**src/rtl/hazard_ctrl.sv**
```systemverilog
`default_nettype none
// ============================================================================
//  Module   : hazard_ctrl
//  Purpose  : Pipeline hazard controller. Detects load-use hazards, EX-stage
//             control-flow redirects and data-memory wait cycles, drives the
//             stall / flush / freeze controls for the pipeline, and keeps
//             saturating performance counters for each event class.
//  Revision : 1.0 - initial release
// ============================================================================
module hazard_ctrl (
  input  logic        clk,
  input  logic        reset,
  input  logic [4:0]  id_rs,
  input  logic [4:0]  id_rt,
  input  logic        id_uses_rt,
  input  logic        ex_mem_read,
  input  logic [4:0]  ex_rt,
  input  logic        ex_redirect,
  input  logic        mem_req,
  input  logic        mem_ready,
  input  logic        cnt_clr,
  output logic        pc_stall,
  output logic        if_id_stall,
  output logic        if_id_flush,
  output logic        id_ex_flush,
  output logic        id_ex_stall,
  output logic        pipe_freeze,
  output logic [15:0] lu_cnt,
  output logic [15:0] flush_cnt,
  output logic [15:0] freeze_cnt,
  output logic [1:0]  state
);

  typedef enum logic [1:0] {
    RUN      = 2'd0,
    LOAD_USE = 2'd1,
    MEM_WAIT = 2'd2,
    REDIRECT = 2'd3
  } state_t;

  localparam logic [15:0] C_CNT_MAX = 16'hFFFF;

  state_t r_state;
  state_t w_next_state;
  logic   w_mw;
  logic   w_lu;

  // Memory wait: an access is outstanding and has not completed this cycle.
  assign w_mw = mem_req & ~mem_ready;

  // Load-use: the load in EX writes a register the ID instruction reads.
  // Register 0 is hardwired, so a load targeting it never creates a hazard.
  assign w_lu = ex_mem_read & (ex_rt != 5'd0) &
                ((ex_rt == id_rs) | (id_uses_rt & (ex_rt == id_rt)));

  assign state = r_state;

  // State register; asynchronous reset returns the controller to RUN.
  always_ff @(posedge clk or posedge reset) begin
    if (reset) begin
      r_state <= RUN;
    end else begin
      r_state <= w_next_state;
    end
  end

  // Mealy next-state and control outputs. A memory wait overrides everything;
  // a redirect beats a load-use because the flushed instruction needs no stall.
  always_comb begin
    pc_stall     = 1'b0;
    if_id_stall  = 1'b0;
    if_id_flush  = 1'b0;
    id_ex_flush  = 1'b0;
    id_ex_stall  = 1'b0;
    pipe_freeze  = 1'b0;
    w_next_state = RUN;
    if (w_mw) begin
      pipe_freeze  = 1'b1;
      w_next_state = MEM_WAIT;
    end else begin
      case (r_state)
        RUN, MEM_WAIT: begin
          if (ex_redirect) begin
            if_id_flush  = 1'b1;
            id_ex_flush  = 1'b1;
            w_next_state = REDIRECT;
          end else if (w_lu) begin
            pc_stall     = 1'b1;
            if_id_stall  = 1'b1;
            id_ex_stall  = 1'b1;
            w_next_state = LOAD_USE;
          end
        end
        LOAD_USE: begin
          // The inserted bubble already separates the load from its consumer.
          if (ex_redirect) begin
            if_id_flush  = 1'b1;
            id_ex_flush  = 1'b1;
            w_next_state = REDIRECT;
          end
        end
        REDIRECT: begin
          // ID/EX holds a flushed bubble: its redirect/load flags are stale.
          w_next_state = RUN;
        end
        default: begin
          w_next_state = RUN;
        end
      endcase
    end
  end

  // Saturating event counters; clear takes priority over counting.
  always_ff @(posedge clk or posedge reset) begin
    if (reset) begin
      lu_cnt     <= 16'd0;
      flush_cnt  <= 16'd0;
      freeze_cnt <= 16'd0;
    end else if (cnt_clr) begin
      lu_cnt     <= 16'd0;
      flush_cnt  <= 16'd0;
      freeze_cnt <= 16'd0;
    end else begin
      if (id_ex_stall && (lu_cnt != C_CNT_MAX)) begin
        lu_cnt <= lu_cnt + 16'd1;
      end
      if (id_ex_flush && (flush_cnt != C_CNT_MAX)) begin
        flush_cnt <= flush_cnt + 16'd1;
      end
      if (pipe_freeze && (freeze_cnt != C_CNT_MAX)) begin
        freeze_cnt <= freeze_cnt + 16'd1;
      end
    end
  end

endmodule
`default_nettype wire

```
**config.mk**
```make
export PLATFORM = sky130hd
export DESIGN_NAME = hazard_ctrl
export DESIGN_NICKNAME = d
export VERILOG_FILES = /design/src/rtl/hazard_ctrl.sv
export SDC_FILE = /design/constraint.sdc
export NUM_CORES = 1
export LEC_CHECK = 0
export CAP_MARGIN = 20
export CELL_PAD_IN_SITES_DETAIL_PLACEMENT = 0
export CELL_PAD_IN_SITES_GLOBAL_PLACEMENT = 1
export CORE_ASPECT_RATIO = 0.6
export CORE_MARGIN = 3
export CORE_UTILIZATION = 36
export DETAILED_ROUTE_END_ITERATION = 8
export PLACE_DENSITY_LB_ADDON = 0.2
export SYNTH_ARGS = -nofsm -noshare
export SYNTH_HDL_FRONTEND = slang
export SYNTH_SLANG_ARGS = --single-unit
```
**constraint.sdc**
```tcl
create_clock -name clk -period 2.6 [get_ports clk]
set_input_delay 0.39 -clock clk [delete_from_list [all_inputs] [get_ports clk]]
set_output_delay 0.39 -clock clk [all_outputs]
set_load 0.01 [all_outputs]
```
==> flow_summary.toml, run 1 <==
[status]
outcome = "finished, final reports clean"

[drt]
viasPerCell = 5.478
drc_errors = 0
routedWlPerCell_um = 14.92
routed_wl_mm = 7.712
initialDrtViolationCount = 215
vias = 2832
drt_first_pass_iters = 4
ant_nets = 0

[worst_setup_path]
cp.arrival_ns = 2.02
cp_data_required_time_ns = 2.21
reg2regPathDepth = 6
crit_path_end_kind = "primary output"
crit_path_start_kind = "input port"
worstPathCellList = "clkdlybuf4s50_1 -> a21boi_0 -> nand2_1 -> inv_1 -> clkdlybuf4s50_1"
cp_slowest_cell = "clkdlybuf4s50_1"
crit_path_frequent_cell = "clkdlybuf4s50_1"
critPathKind = "input port to primary output"
path_max_fanout = 4
slowest_delay_ns = 0.54

[global_routing]
busiest_layer = "met1"
grtUsageMet2_pct = 23.41
grtUsageTotal_pct = 17.65
first_global_vias = 2533
grt_max_degree = 51
grt_pass1_wl_mm = 12.78
gr-total-overflow = 0
antenna_found_initial = 0
grt_util_met3_pct = 4.748
use_met1_pct = 27.78

[floorplanning]
io_pins = 79
fp.coreArea_mm2 = 0.007567
initial_core_util_pct = 38.53
die_area_mm2 = 0.009249
rows = 24
die_w_um = 122.2
die_y_um = 75.71

[flow_run]
drv_cap = 0

[clocking]
cts_buffer_depth = 2
clock_latency_ns = 0.29
cts_setup_buffers = 0
cts_tree = "yes"
cts_made_buffers = 5
cts-root-buf = "clkbuf_16"
cts_sinks = 50
htreeDepth = 2
clk_pin_slew_ns = 0.07

[timing]
finalSetupViolations = 0
drv_slew = 0
rsz0062_at_grt = "no"
slew-limit-headroom_pct = 55.94
fin_ws_ns = 0.1884
fin_crit_sh_pct = 92.76
worstMarginPinSlew_ns = 0.6608
finalHoldViolations = 0
period_minus_slack_ns = 2.412
skew_ns = 0.01005
timing.fmax_mhz = 414.7

[final_layout]
nFillCells = 722
seqCellArea_mm2 = 0.001251
most-common-layout-cells = "clkdlybuf4s50_1, dfrtp_1, nor2_1, xnor2_1, nand3_1"
final_common_cell = "clkdlybuf4s50_1"
layout-drive-gt1-share_pct = 7.990
fin_area_mm2 = 0.004033
multiInputGateArea_mm2 = 0.001569
antenna_cells = 0
finalNetCount = 438
syn_to_final_growth_pct = 38.33

[logic_synthesis]
synth-seq-cells = 50
synth-async-reset-ratio_pct = 100.0
seq_area_frac_synth_pct = 42.92
synth_cells = 323
ys_types = 45
yosys_warnings = 0
syn_area_per_cell_um2 = 9.026
netlist_area_mm2 = 0.002915
synth_edf_count = 0
synth_nets = 349
synthFlopType = "dfrtp_1"

[min_path]
min_path_type = "input port to flop"
whs_path_depth = 2

[placement]
place_ws_ns = -0.03981
io_buffers = 78
place_area_mm2 = 0.003880
dp_hpwl_mm = 5.689
gp_congestion = 0.8361

[power]
p_leak_nw = 1.520
vdd_drop_max_uv = 292.9
p_per_area_mw_per_mm2 = 409.9
==> metal layers <==
layer,vias up,routed length (um)
met1,1352,4071
met3,6,613
li1,1366,-
met4,0,55
met5,-,0
met2,108,2971
==> layout make-up <==
class / count / share of cell area (%)
Timing Repair Buffer: 95 / 22.31
Clock buffer: 6 / 3.444
Tap cell: 104 / 3.227
Multi-Input combinational cell: 253 / 38.91
Clock inverter: 2 / 0.4344
Sequential cell: 50 / 31.03
Inverter: 7 / 0.6516
==> flip-flops by register name (all words and copies together), names as in the netlist <==
| signal | cells |
|---|---|
| freeze_cnt | 16 |
| lu_cnt | 16 |
| state | 2 |
| flush_cnt | 16 |
==> final timing paths <==
path / startpoint / endpoint / slack (ns)
max reg2reg: lu_cnt[1] / lu_cnt[8] / 0.41
min: cnt_clr / lu_cnt[5] / 0.41
min in group asynchronous: reset / lu_cnt[7] / 0.60
min reg2reg: lu_cnt[15] / lu_cnt[15] / 0.56
max: ex_redirect / id_ex_flush / 0.19
max in group asynchronous: reset / lu_cnt[4] / 1.57
==> worst max-delay path, delay by kind of cell <==
family,cells,cell delay [ns]
buffers and inverters,3,1.15
AOI/OAI and AO/OA,1,0.31
and+or+nand+nor,1,0.17
==> report_power, final <==
part / total [W] / leakage [nW] / internal, W / switching [W]
Clock: 0.000688 / 0.0770 / 0.000387 / 0.000301
Sequential: 0.000794 / 0.693 / 0.000785 / 0.00000938
Combinational: 0.000171 / 0.750 / 0.0000826 / 0.0000885
Total: 0.00165 / 1.52 / 0.00125 / 0.000398
==> cell usage after synthesis, drive strengths merged, types with 2 or more instances <==
master   number  area (um2)
nand3        22       110.1
or3           6       37.54
or4           8       60.06
o21ai         8       40.04
xor2         13       113.9
nor2b         3       18.77
and4          6       52.55
nor3b         2       15.01
mux2          4       45.04
nand4        13       81.33
a21oi        20       100.1
clkbuf        7       26.28
a2111oi       2       17.52
dfrtp        50        1251
xnor2        23       201.4
a211oi        6       45.04
o31ai        10       75.07
nor4         10       68.81
nor3         11       55.05
ha            3       37.54
nor2         41       153.9
and3          5       31.28
inv           7       26.27
nor4b         2       17.52
buf           6       42.53
nand2        21       78.83
nand2b        3       21.27
==> cell families after synthesis <==
| logic type | synth area share (%) |
|---|---|
| compound gates | 11.46 |
| xor+xnor | 10.82 |
| fa+ha+maj | 1.288 |
| simple gates | 28.37 |
| mux | 1.888 |
| buf+inv | 3.261 |
| flops | 42.92 |
==> stage by stage <==
stage / utilization, % / setup TNS [ns] / total power [W] / cells / hold WS, ns
after CTS: 53.29 / 0 / 0.001684 / 517 / 0.4017
final: 53.29 / 0 / 0.001653 / 517 / 0.4060
after floorplan: - / 0 / 0.0008870 / 323 / 0.5221
after detailed placement: 51.27 / -0.1069 / 0.0009843 / 509 / 0.5463
after global routing: 53.29 / 0 / 0.001733 / 517 / 0.4231
after global placement: 51.27 / -0.1438 / 0.0009826 / 509 / 0.5444
==> timing repair <==
item / CTS / global route
endpoints found under the hold margin: 0 / 0
setup endpoints to repair: 3 / 0
hold buffers: 0 / 0
gates resized for setup: 3 / 0
No activity file was read; power rests on OpenSTA's default activity.
==> run 2, diff against run 1 <==
--- a/config.mk
+++ b/config.mk
@@ -9,7 +9,7 @@
 export CELL_PAD_IN_SITES_DETAIL_PLACEMENT = 0
 export CELL_PAD_IN_SITES_GLOBAL_PLACEMENT = 1
 export CORE_ASPECT_RATIO = 0.6
-export CORE_MARGIN = 3
+export CORE_MARGIN = 2
 export CORE_UTILIZATION = 36
 export DETAILED_ROUTE_END_ITERATION = 8
 export PLACE_DENSITY_LB_ADDON = 0.2
==> run 2 against run 1 <==
Effect of this change: clock-buffer cell count is 1 lower; via count down 1.9%; critical path depth grew 1; critical endpoint is now pc_stall; largest power group unchanged; highest routed layer unchanged.
==> flow_summary.toml, run 2 (synthesized netlist as in run 1, its figures left out) <==
[final_layout]
antenna_cells = 0
layout-drive-gt1-share_pct = 7.990
finalNetCount = 438
multiInputGateArea_mm2 = 0.001569
largestRegisters = "flush_cnt x16, freeze_cnt x16, lu_cnt x16"
nFillCells = 738
seqCellArea_mm2 = 0.001251
fin_area_mm2 = 0.004028
final_common_cell = "clkdlybuf4s50_1"
final_cells = 521
most-common-layout-cells = "clkdlybuf4s50_1, dfrtp_1, nor2_1, xnor2_1, nand3_1"
syn_to_final_growth_pct = 38.15

[timing]
finalHoldViolations = 0
hold_slack_ns = 0.5629
rsz0062_at_grt = "no"
finalSetupViolations = 0
drv_slew = 0
timing.fmax_mhz = 412.8
worstMarginPinSlew_ns = 0.7089
tns_ns = 0
skew_ns = 0.008165
slew-limit-headroom_pct = 52.74
period_minus_slack_ns = 2.422
fin_crit_sh_pct = 93.17

[clocking]
cts_tree = "yes"
cts-root-buf = "clkbuf_16"
htreeDepth = 2
cts_setup_buffers = 0
clock_latency_ns = 0.30
cts_buffer_depth = 2
clk_pin_slew_ns = 0.07
cts_made_buffers = 5
cts_sinks = 50

[global_routing]
first_global_vias = 2485
grtUsageTotal_pct = 18.74
antenna_found_initial = 0
grt_pass1_wl_mm = 12.94
grt_max_degree = 51
gr-total-overflow = 0

[floorplanning]
die_y_um = 73.71
fp.coreArea_mm2 = 0.007851
die_w_um = 120.2
initial_core_util_pct = 37.13
die_area_mm2 = 0.008858
io_pins = 79
rows = 25

[worst_setup_path]
reg2regPathDepth = 6
cp_data_required_time_ns = 2.21
crit_path_end_kind = "primary output"
path_max_fanout = 3
cp.arrival_ns = 2.03
critPathKind = "input port to primary output"
crit_path_start_kind = "input port"

[power]
internal_power_w = 0.001225
switchingPower_w = 0.0004093
vdd_drop_max_uv = 195.9
power_frac_seq_pct = 48.6
netSwitchingFraction_pct = 25.04
clkPwrFrac_pct = 40.9
p_comb_share_pct = 10.5
p_leak_nw = 1.512
p_per_area_mw_per_mm2 = 405.7
power_w = 0.001634

[placement]
dp_hpwl_mm = 5.691
gp_congestion = 0.8313
dp.cells = 513
place_area_mm2 = 0.003885
io_buffers = 78

[drt]
routed_wl_mm = 7.970
drc_errors = 0
ant_nets = 0
drt_first_pass_iters = 5
vias = 2778
viasPerCell = 5.332
initialDrtViolationCount = 141
routedWlPerCell_um = 15.30

[min_path]
min_path_type = "flop to flop"
whs_path_depth = 1

[status]
outcome = "finished, final reports clean"

[flow_run]
drv_cap = 0
run 2: cell types whose count changed in the layout (fill, tap and decap cells not counted):
cell	delta
clkbuf_8	-1
clkinvlp_4	+1
clkinv_4	-1
clkinv_2	+1
run 2: path summary, 6_finish.rpt:
kind                            startpoint       endpoint  slack (ns)
worst max-delay path              ex_rt[2]       pc_stall        0.18
worst min-delay path            lu_cnt[15]     lu_cnt[15]        0.56
worst max register to register   lu_cnt[0]      lu_cnt[8]        0.50
worst min register to register  lu_cnt[15]     lu_cnt[15]        0.56
max in group asynchronous            reset     lu_cnt[13]        1.57
min in group asynchronous            reset  flush_cnt[15]        0.58
run 2: area by class of cell:
class	instances	area share [%]
Tap cell	108	3.355
Clock inverter	3	0.5281
Inverter	7	0.6524
Multi-Input combinational cell	253	38.96
Sequential cell	50	31.07
Timing Repair Buffer	95	22.34
Clock buffer	5	3.107
run 2: metrics by stage:
step / utilization [%] / worst slack [ns]
floorplan: - / 0.4990
global placement: 49.48 / -0.1364
detailed placement: 49.48 / -0.1637
CTS: 51.30 / 0.1538
global route: 51.30 / 0.08134
finish: 51.30 / 0.1777
run 2: power groups by stage:
stage          Combinational (W)  Sequential [W]  Clock (W)
2_1_floorplan          0.0000760        0.000811          0
3_3_place_gp            0.000174        0.000808          0
3_5_place_dp            0.000174        0.000809          0
4_1_cts                 0.000175        0.000794   0.000690
5_1_grt                 0.000190        0.000795   0.000729
6_report                0.000172        0.000794   0.000668
run 2: critical path, cell delays in order:
cell and delay, ns:
clkdlybuf4s50_1 0.47, xor2_1 0.19, nor4_1 0.29, a32oi_1 0.19, nor2_1 0.19, dlygate4sd2_1 0.31
run 2: timing repair:
item,CTS,global route
hold buffers,0,0
setup endpoints to repair,3,0
gates resized for setup,3,0
run 2: metal layers:
metal	up-vias	global-route usage (%)	share of wire, %
li1	1363	-	-
met4	0	5.882	1.1
met5	-	0	0
met3	8	4.425	6.5
met2	89	23.80	38
met1	1318	30.02	55
